--- config.mk ---
export PLATFORM = sky130hd
export DESIGN_NAME = mips_multicycle_ctrl
export DESIGN_NICKNAME = d
export VERILOG_FILES = /design/src/rtl/mips_pkg.sv /design/src/rtl/mips_multicycle_ctrl.sv
export SDC_FILE = /design/constraint.sdc
export NUM_CORES = 1
export LEC_CHECK = 0
export ABC_AREA = 1
export BUFFER_PORTS_ARGS = -buffer_cell sky130_fd_sc_hd__clkbuf_2
export CORE_MARGIN = 5
export CORE_UTILIZATION = 33
export CTS_BUF_LIST = sky130_fd_sc_hd__clkbuf_8
export CTS_CLUSTER_SIZE = 10
export DETAILED_ROUTE_END_ITERATION = 8
export PLACE_DENSITY = 0.7
export SLEW_MARGIN = 20
export SYNTH_ARGS = -nofsm -noshare
export SYNTH_HDL_FRONTEND = slang
export SYNTH_SLANG_ARGS = --single-unit
--- constraint.sdc ---
create_clock -name clk -period 1.4 [get_ports clk]
set_input_delay 0.28 -clock clk [delete_from_list [all_inputs] [get_ports clk]]
set_output_delay 0.28 -clock clk [all_outputs]
set_load 0.1 [all_outputs]
--- src/rtl/mips_pkg.sv ---
// Shared MIPS32 definitions.
// Used by the single-cycle main decoder and the multicycle control FSM.
// Contents:
//   - opcode constants
//   - multicycle control state encoding
//   - ALU op, ALU B-source and PC-source select codes
package mips_pkg;

  localparam logic [5:0] OP_RTYPE = 6'b000000;
  localparam logic [5:0] OP_LW    = 6'b100011;
  localparam logic [5:0] OP_SW    = 6'b101011;
  localparam logic [5:0] OP_BEQ   = 6'b000100;
  localparam logic [5:0] OP_ADDI  = 6'b001000;
  localparam logic [5:0] OP_J     = 6'b000010;

  typedef enum logic [3:0] {
    S_IDLE    = 4'd0,
    S_FETCH   = 4'd1,
    S_DECODE  = 4'd2,
    S_MEMADR  = 4'd3,
    S_MEMRD   = 4'd4,
    S_MEMWB   = 4'd5,
    S_MEMWR   = 4'd6,
    S_EXECUTE = 4'd7,
    S_ALUWB   = 4'd8,
    S_BRANCH  = 4'd9,
    S_ADDIEX  = 4'd10,
    S_ADDIWB  = 4'd11,
    S_JUMP    = 4'd12,
    S_ILLEGAL = 4'd13
  } ctrl_state_t;

  localparam logic [1:0] ALU_ADD   = 2'b00;
  localparam logic [1:0] ALU_SUB   = 2'b01;
  localparam logic [1:0] ALU_FUNCT = 2'b10;

  localparam logic [1:0] SRCB_REG    = 2'b00;
  localparam logic [1:0] SRCB_FOUR   = 2'b01;
  localparam logic [1:0] SRCB_IMM    = 2'b10;
  localparam logic [1:0] SRCB_IMMSH2 = 2'b11;

  localparam logic [1:0] PCSRC_ALU    = 2'b00;
  localparam logic [1:0] PCSRC_ALUOUT = 2'b01;
  localparam logic [1:0] PCSRC_JUMP   = 2'b10;

endpackage

--- src/rtl/mips_multicycle_ctrl.sv ---
// Multicycle control FSM for the MIPS32 core.
// It steps the shared datapath through fetch, decode, execute, memory and
// writeback. Memory may stretch any access with mem_ready wait states.
//
// Ports:
//   clk, rst_n        core clock, async active-low reset
//   op                IR[31:26]
//   mem_ready         memory finishes the current access this cycle
//   mem_req/mem_write/iord                       memory control
//   ir_write/pc_write/branch/pc_src              IR and PC control
//   reg_dst/mem_to_reg/reg_write                 register file control
//   alu_src_a/alu_src_b/alu_op                   ALU control
//   instr_done        last cycle of the current instruction
//   illegal_op        unsupported opcode decoded
//   state_dbg         current state code
//
// state   | meaning
// --------+---------------------------------------------
// IDLE    | out of reset; every output is 0
// FETCH   | read the instruction at PC, compute PC+4
// DECODE  | read registers, precompute the branch target
// MEMADR  | compute the LW/SW effective address
// MEMRD   | LW data read
// MEMWB   | LW writes MDR to rt
// MEMWR   | SW data write
// EXECUTE | R-type ALU operation
// ALUWB   | R-type writes ALUOut to rd
// BRANCH  | BEQ compare, then PC load if zero
// ADDIEX  | ADDI add
// ADDIWB  | ADDI writes ALUOut to rt
// JUMP    | load the jump target into PC
// ILLEGAL | flag the bad opcode for one cycle, no writes
module mips_multicycle_ctrl
  import mips_pkg::*;
(
  input  logic       clk,
  input  logic       rst_n,
  input  logic [5:0] op,
  input  logic       mem_ready,
  output logic       mem_req,
  output logic       mem_write,
  output logic       iord,
  output logic       ir_write,
  output logic       pc_write,
  output logic       branch,
  output logic       reg_dst,
  output logic       mem_to_reg,
  output logic       reg_write,
  output logic       alu_src_a,
  output logic [1:0] alu_src_b,
  output logic [1:0] alu_op,
  output logic [1:0] pc_src,
  output logic       instr_done,
  output logic       illegal_op,
  output logic [3:0] state_dbg
);

  ctrl_state_t r_state;
  ctrl_state_t w_next;

  // The outputs are decoded straight from the state register, so an async
  // reset drops mem_req and mem_write at once. An aborted write is not retried.
  always_ff @(posedge clk or negedge rst_n) begin
    if (!rst_n) r_state <= S_IDLE;
    else        r_state <= w_next;
  end

  assign state_dbg = r_state;

  always_comb begin
    w_next     = r_state;
    mem_req    = 1'b0;
    mem_write  = 1'b0;
    iord       = 1'b0;
    ir_write   = 1'b0;
    pc_write   = 1'b0;
    branch     = 1'b0;
    reg_dst    = 1'b0;
    mem_to_reg = 1'b0;
    reg_write  = 1'b0;
    alu_src_a  = 1'b0;
    alu_src_b  = SRCB_REG;
    alu_op     = ALU_ADD;
    pc_src     = PCSRC_ALU;
    instr_done = 1'b0;
    illegal_op = 1'b0;

    case (r_state)
      S_IDLE: w_next = S_FETCH;

      S_FETCH: begin
        mem_req   = 1'b1;
        alu_src_b = SRCB_FOUR;
        // IR and PC+4 are committed only in the cycle that memory accepts.
        ir_write  = mem_ready;
        pc_write  = mem_ready;
        if (mem_ready) w_next = S_DECODE;
      end

      S_DECODE: begin
        alu_src_b = SRCB_IMMSH2;
        case (op)
          OP_LW, OP_SW: w_next = S_MEMADR;
          OP_RTYPE:     w_next = S_EXECUTE;
          OP_BEQ:       w_next = S_BRANCH;
          OP_ADDI:      w_next = S_ADDIEX;
          OP_J:         w_next = S_JUMP;
          default:      w_next = S_ILLEGAL;
        endcase
      end

      S_MEMADR: begin
        alu_src_a = 1'b1;
        alu_src_b = SRCB_IMM;
        if (op == OP_LW)      w_next = S_MEMRD;
        else if (op == OP_SW) w_next = S_MEMWR;
        else                  w_next = S_ILLEGAL;
      end

      S_MEMRD: begin
        mem_req = 1'b1;
        iord    = 1'b1;
        if (mem_ready) w_next = S_MEMWB;
      end

      S_MEMWB: begin
        mem_to_reg = 1'b1;
        reg_write  = 1'b1;
        instr_done = 1'b1;
        w_next     = S_FETCH;
      end

      S_MEMWR: begin
        mem_req    = 1'b1;
        iord       = 1'b1;
        mem_write  = 1'b1;
        instr_done = mem_ready;
        if (mem_ready) w_next = S_FETCH;
      end

      S_EXECUTE: begin
        alu_src_a = 1'b1;
        alu_op    = ALU_FUNCT;
        w_next    = S_ALUWB;
      end

      S_ALUWB: begin
        reg_dst    = 1'b1;
        reg_write  = 1'b1;
        instr_done = 1'b1;
        w_next     = S_FETCH;
      end

      S_BRANCH: begin
        alu_src_a  = 1'b1;
        alu_op     = ALU_SUB;
        pc_src     = PCSRC_ALUOUT;
        branch     = 1'b1;
        instr_done = 1'b1;
        w_next     = S_FETCH;
      end

      S_ADDIEX: begin
        alu_src_a = 1'b1;
        alu_src_b = SRCB_IMM;
        w_next    = S_ADDIWB;
      end

      S_ADDIWB: begin
        reg_write  = 1'b1;
        instr_done = 1'b1;
        w_next     = S_FETCH;
      end

      S_JUMP: begin
        pc_src     = PCSRC_JUMP;
        pc_write   = 1'b1;
        instr_done = 1'b1;
        w_next     = S_FETCH;
      end

      S_ILLEGAL: begin
        illegal_op = 1'b1;
        instr_done = 1'b1;
        w_next     = S_FETCH;
      end

      // Codes 14 and 15 cannot be reached. They recover to IDLE.
      default: w_next = S_IDLE;
    endcase
  end

endmodule

==> metrics.yaml, run 1 <==
floorplan:
  ios: 31
  row_count: 14
  initial_utilization: 0.350
  die_h_um: 50
  fp.dieW_um: 50
synthesis:
  synth_edf_count: 0
  synth_mux_area_frac: 0
  synthArstFlopShare: 1.00
  synth_cells: 94
  netlist_area_um2: 528
  synth-main-ff-cell: "dfrtp_1"
  synth_xor_area_frac: 0
  synth_warnings: 0
  ys_ff_latch: 4
  syn-num-nets: 103
  synth_cell_types: 21
  synth_top_family_by_area: "simple AND/OR/NAND/NOR gates"
  synthAdderAreaFrac: 0
  synth_compound_area_frac: 0.168
  synth_area_per_cell_um2: 5.62
  yosys.area_share.simple: 0.521
  ys_seq_area_frac: 0.190
place:
  gp_congestion: 0.859
  place_hpwl_um: 2850
  placed_cell_area_um2: 1410
  placement.io_buffers: 30
cts:
  cts_root_buf: "clkbuf_8"
  clock-sinks: 4
  holdBufCountCts: 1
  numCtsBuffers: 3
  cts_buffer_depth: 2
  htreeDepth: 1
  post_cts_resize_count: 36
  cts_setup_buffers: 10
status:
  stop_error: "[ERROR DPL-0038] Utilization greater than 100%, impossible to legalize"
  status: "aborted with a tool error"
  lastStage: "clock tree synthesis (4_1_cts)"
[kinds of logic after synthesis]
| group | Yosys count |
|---|---|
| flops | 4 |
| buf+inv | 16 |
| simple gates | 61 |
| compound gates | 13 |
[cell usage after synthesis, types with 2 or more instances]
cell | count | area [um2]
o21ai_2 | 3 | 26.3
a21oi_1 | 2 | 10.0
nand2_1 | 21 | 78.8
nor2_1 | 23 | 86.3
nand4_1 | 2 | 12.5
inv_2 | 4 | 15.0
dfrtp_1 | 4 | 100
nand3_1 | 9 | 45.0
inv_1 | 11 | 41.3
o21ai_0 | 3 | 15.0
nor2_4 | 2 | 22.5
[stage by stage]
| step | setup slack [ps] | util | TNS (ps) | instances |
|---|---|---|---|---|
| detailed placement | -203 | 0.938 | -2880 | 169 |
| global placement | -135 | 0.938 | -1580 | 169 |
| floorplan | -826 | - | -12510 | 94 |
==> run 2: changes to the inputs <==
--- a/config.mk
+++ b/config.mk
@@ -7,12 +7,10 @@
 export LEC_CHECK = 0
 export ABC_AREA = 1
 export BUFFER_PORTS_ARGS = -buffer_cell sky130_fd_sc_hd__clkbuf_2
-export CORE_MARGIN = 5
-export CORE_UTILIZATION = 33
-export CTS_BUF_LIST = sky130_fd_sc_hd__clkbuf_8
-export CTS_CLUSTER_SIZE = 10
+export CORE_AREA = 5 5 66 68
 export DETAILED_ROUTE_END_ITERATION = 8
-export PLACE_DENSITY = 0.7
+export DIE_AREA = 0 0 71 73
+export PLACE_DENSITY_LB_ADDON = 0.15
 export SLEW_MARGIN = 20
 export SYNTH_ARGS = -nofsm -noshare
 export SYNTH_HDL_FRONTEND = slang
==> metrics.yaml, run 2 <==
cts:
  clk_pin_slew_worst_paths_ps: 30
  clock-sinks: 4  # unchanged
  numCtsBuffers: 3  # unchanged
  cts_tree: "yes"
  htreeDepth: 1  # unchanged
  cts_root_buf: "clkbuf_8"
  cts_buffer_depth: 2  # unchanged
  clk_latency_ps: 220
global_routing:
  grt_antenna_before_repair: 0
  grt_pass1_wl_um: 4550
  grt_max_degree: 8
  overflow: 0
  grt_pass1_vias: 936
  grt.total_usage: 0.109
synthesis:
  synth-main-ff-cell: "dfrtp_1"
  syn-num-nets: 103  # unchanged
  synth_area_per_cell_um2: 5.62  # unchanged
  netlist_top_cells_count: "23 x nor2_1, 21 x nand2_1, 11 x inv_1"
  synth_cells: 94  # unchanged
  synth_cell_types: 21  # unchanged
  synth_area_leaders: "dfrtp_1 19%, nor2_1 16%, nand2_1 15%"
  netlist_area_um2: 528  # unchanged
  yosysMostFrequentCell: "nor2_1"
  synth_top_area_frac: 0.190  # unchanged
  synthArstFlopShare: 1.00  # unchanged
  synth_xor_area_frac: 0  # unchanged
  synth_warnings: 0  # unchanged
  ys_ff_latch: 4  # unchanged
  ys_seq_area_frac: 0.190  # unchanged
  synth_mux_area_frac: 0  # unchanged
  synth_top_area_cell: "dfrtp_1"
  yosys.area_share.simple: 0.521  # unchanged
  synth_top_family_by_area: "simple AND/OR/NAND/NOR gates"
  synth_edf_count: 0  # unchanged
  synthAdderAreaFrac: 0  # unchanged
  synth_compound_area_frac: 0.168  # unchanged
floorplan:
  ios: 31  # unchanged
  initial_utilization: 0.139  # -0.211
  row_count: 23  # +9
  die_h_um: 73  # +46%
  fp.dieW_um: 71  # +42%
  die_area_um2: 5180
  core-area_um2: 3800
place:
  gp_congestion: 0.852  # -0.84%
  placement.io_buffers: 30  # unchanged
  dp_slack_ps: -169  # +33.4 ps
  place_hpwl_um: 2210  # -23%
setup_path:
  critical_path.max_stage_delay_ps: 510
  path_max_fanout: 7
  cp.arrival_ps: 1480
  crit_buf_inv: 3
  crit_type: "register to output port"
  crit_family: "flip-flops"
  worst_setup_path_start_kind: "register"
  cp.required_ps: 1120
  cp_slowest_cell: "dfrtp_4"
  cp_cell_sequence: "nor2_4 -> inv_6 -> nor2_4 -> inv_4 -> o21ai_4 -> buf_12"
  cpMostUsedCell: "nor2_4"
  end_kind: "output port"
  r2r_slack_ps: -40
finish:
  multi_input_comb_area_um2: 562
  layout.area.seq_um2: 115
  areaGrowthSynthToFinish_pct: 203
  fillers: 388
  largest_register_ff_count: 4
  finalCoreUtilization: 0.421
  fin_nets: 167
  drive_gt1_frac: 0.686
  final_cell_mix: "23 x buf_12, 22 x buf_4, 16 x nand2_1"
  antennaDiodeCount: 0
  final_common_cell: "buf_12"
sta:
  worst_slew_pin_slew_ps: 329
  fmax_mhz: 568
  worst_slack_ps: -360
  slew_viol_final: 0
  fin_worst_skew_ps: 4.64
  relSlewSlack: 0.780
  finalWorstPathRequiredPeriod_ps: 1760
  setup_viol: 21
  hold_viol_final: 0
  post-route-period-util: 1.26
  rsz0062_at_grt: "yes"
worst_hold_path:
  hold_class: "input pin to register"
status:
  status: "finished with violations"
  failed_checks: "negative setup slack"
routing:
  vias: 845
  drtAntennaViolNets: 0
  wl_per_cell_um: 12.2
  viasPerCell: 4.10
  drt_iter0_markers: 18
  drt_pre_antenna_iters: 4
  drc: 0
  wl_um: 2520
flow_run:
  drv_cap: 0
-- run 2: cell counts after synthesis --
Identical to the previous run, type by type.
-- run 2: path summary, 6_finish.rpt --
check	from	cells past startpoint	end
max	state_dbg[1]$_DFFE_PN0P_	6	pc_write
min in group asynchronous	rst_n	2	state_dbg[1]$_DFFE_PN0P_
max reg2reg	state_dbg[0]$_DFFE_PN0P_	8	state_dbg[1]$_DFFE_PN0P_
min reg2reg	state_dbg[2]$_DFFE_PN0P_	3	state_dbg[2]$_DFFE_PN0P_
min	mem_ready	2	state_dbg[0]$_DFFE_PN0P_
max in group asynchronous	rst_n	2	state_dbg[3]$_DFFE_PN0P_
-- run 2: metal layers --
| metal | up-vias | routed length, um | track usage |
|---|---|---|---|
| li1 | 433 | - | - |
| met1 | 386 | 959 | 0.119 |
| met2 | 21 | 1430 | 0.212 |
| met3 | 5 | 81 | 0.0179 |
| met4 | 0 | 40 | 0.0355 |
| met5 | - | 0 | 0 |
-- run 2: repair_timing --
action                                  in CTS  in global routing
cloned                                       0                  0
hold endpoints to repair                     4                  0
pin swaps                                    9                  0
hold buffers                                 1                  0
resized for setup                           22                  1
endpoints found under the setup margin      21                 22
setup buffers                                4                  0
-- run 2: cell type report --
| class | instances | area share |
|---|---|---|
| Timing Repair Buffer | 60 | 0.465 |
| Tap cell | 50 | 0.0392 |
| Clock buffer | 3 | 0.0258 |
| Inverter | 15 | 0.0462 |
| Multi-Input combinational cell | 74 | 0.352 |
| Sequential cell | 4 | 0.0720 |
-- run 2: logic make-up after synthesis --
kind of cell,Yosys count
AND/OR/NAND/NOR,61
AO/OA/AOI/OAI,13
buffers and inverters,16
flip-flops,4
-- run 2: stage by stage --
| step | hold slack (ps) | setup TNS, ps | cell area (um2) | std cells |
|---|---|---|---|---|
| 4_1_cts | 300 | -5440 | 1600 | 206 |
| 3_3_place_gp | 96.4 | -1730 | 1440 | 199 |
| 2_1_floorplan | -15.6 | -12510 | 707 | 94 |
| 6_report | 300 | -5300 | 1600 | 206 |
| 5_1_grt | 306 | -6610 | 1600 | 206 |
| 3_5_place_dp | 98.6 | -1800 | 1440 | 199 |
Power of run 2 is not shown: default switching activity piles up to over one toggle a cycle in this logic, so the estimate is an artifact.
==> run 3: changes to the inputs <==
==> constraint.sdc (replaced) <==
create_clock -name clk -period 1.6 [get_ports clk]
set_input_delay 0.32 -clock clk [delete_from_list [all_inputs] [get_ports clk]]
set_output_delay 0.32 -clock clk [all_outputs]
set_load 0.1 [all_outputs]
==> metrics.yaml, run 3 (synthesis results as in run 2) <==
status:
  status: "finished with violations"
  failed_checks: "negative setup slack"
global_routing:
  grt_use_met3: 0.0234  # +0.00551
  grt_pass1_wl_um: 3920  # -14%
  grt_pass1_vias: 862  # -7.9%
  globalRoute.busiestLayer: "met2"
  grt.total_usage: 0.0937  # -0.0152
  grt_antenna_before_repair: 0  # unchanged
  grt_max_degree: 8  # unchanged
  overflow: 0  # unchanged
  gr-usage-met2: 0.174  # -0.0381
  grt_use_met1: 0.104  # -0.0150
sta:
  fin_hold_ws_ps: 334  # +34.0 ps
  worst_slew_pin_slew_ps: 329  # -0.335 ps
  setup_viol: 18  # -14%
  fmax_mhz: 552
  slew_viol_final: 0  # unchanged
  finalWorstPathRequiredPeriod_ps: 1810
  hold_viol_final: 0  # unchanged
  rsz0062_at_grt: "yes"
  post-route-period-util: 1.13
  worst_slack_ps: -213  # +148 ps
  relSlewSlack: 0.778  # -0.00175
  tns_ps: -2250  # +3050 ps
  fin_worst_skew_ps: 0.137  # -4.51 ps
setup_path:
  end_kind: "output port"
  critical_path.max_stage_delay_ps: 450  # -60 ps
  path_max_fanout: 4  # -3
  cp_slowest_cell: "dfrtp_4"
  worst_setup_path_start_kind: "register"
  cp.required_ps: 1280  # +160 ps
  cp.arrival_ps: 1490  # about the same
  crit_type: "register to output port"
  cp_cell_sequence: "inv_6 -> nor2_4 -> inv_4 -> buf_12 -> nor2_4 -> o21bai_4 -> buf_12"
finish:
  drive_gt1_frac: 0.688  # +0.00160
  finalCoreUtilization: 0.420  # -0.000988
  fin_nets: 171  # +2.4%
  areaGrowthSynthToFinish_pct: 202
  antennaDiodeCount: 0  # unchanged
  largest_register_ff_count: 4  # unchanged
  final_common_cell: "buf_4"
  fin_area_um2: 1590  # -0.23%
  final_cell_mix: "30 x buf_4, 19 x buf_12, 17 x nand2_1"
cts:
  cts_tree: "yes"
  cts_root_buf: "clkbuf_8"
  clk_pin_slew_worst_paths_ps: 30  # about the same
  clock-sinks: 4  # unchanged
  numCtsBuffers: 3  # unchanged
  clk_latency_ps: 210  # about the same
  cts_buffer_depth: 2  # unchanged
  htreeDepth: 1  # unchanged
floorplan:
  core-area_um2: 3800  # unchanged
  ios: 31  # unchanged
  row_count: 23  # unchanged
  initial_utilization: 0.139  # unchanged
  fp.dieW_um: 71  # unchanged
  die_area_um2: 5180  # unchanged
  die_h_um: 73  # unchanged
routing:
  drt_iter0_markers: 13  # -5
  wl_um: 2310  # -8.0%
  drt_pre_antenna_iters: 3  # -1
  wl_per_cell_um: 11.0  # -9.8%
  drc: 0  # unchanged
  drtAntennaViolNets: 0  # unchanged
  viasPerCell: 4.08  # -0.51%
  vias: 857  # +1.4%
place:
  gp_congestion: 0.796  # -6.6%
  placement.io_buffers: 30  # unchanged
  placed_cell_area_um2: 1340  # -7.1%
  place_hpwl_um: 1940  # -12%
worst_hold_path:
  hold_class: "input pin to register"
flow_run:
  drv_cap: 0  # unchanged
## run 3: cell types whose count changed in the layout (fill, tap and decap cells not counted), moves of 2 or more
cell,change
nand2_2,-3
inv_4,-2
inv_6,+2
buf_4,+8
buf_12,-4
## run 3: worst paths after layout
kind	start	to	slack, ps	depth (start not counted)
setup reg to reg	state_dbg[2]$_DFFE_PN0P_	state_dbg[1]$_DFFE_PN0P_	30	10
max in group asynchronous	rst_n	state_dbg[0]$_DFFE_PN0P_	1020	2
hold / removal	mem_ready	state_dbg[0]$_DFFE_PN0P_	330	2
min in group asynchronous	rst_n	state_dbg[1]$_DFFE_PN0P_	440	2
setup / recovery	state_dbg[2]$_DFFE_PN0P_	reg_write	-210	7
hold reg to reg	state_dbg[2]$_DFFE_PN0P_	state_dbg[2]$_DFFE_PN0P_	650	2
## run 3: stage by stage
stage	setup WS, ps	instances
after floorplan	-657	94
after global placement	-25.3	193
after detailed placement	-20.8	193
after CTS	-203	206
after global routing	-260	210
final	-213	210
## run 3: area by class of cell
type,instances,area (um2)
tap,50,62.6
timing repair buffer,64,723
clock buffer,3,41.3
sequential,4,115
multi-input combinational,74,573
inverter,15,78.8
fill,398,2200
## run 3: per-layer routing
metal	up-vias	wire length, um
li1	439	-
met1	402	935
met2	14	1290
met3	2	79
met4	0	8
met5	-	0
## run 3: worst max-delay path: cells and delay by family, from the launching register on
| kind | cells | cell delay [ps] |
|---|---|---|
| flops | 1 | 450 |
| compound gates | 1 | 130 |
| buf+inv | 4 | 450 |
| simple gates | 2 | 220 |
## run 3: timing repair
action	4_1_cts	5_1_grt
pin swaps	5	4
endpoints found under the setup margin	18	18
hold buffers	1	0
hold endpoints to repair	4	0
setup buffers	9	4
resized for setup	19	8
Power of run 3 is left out for the same reason.
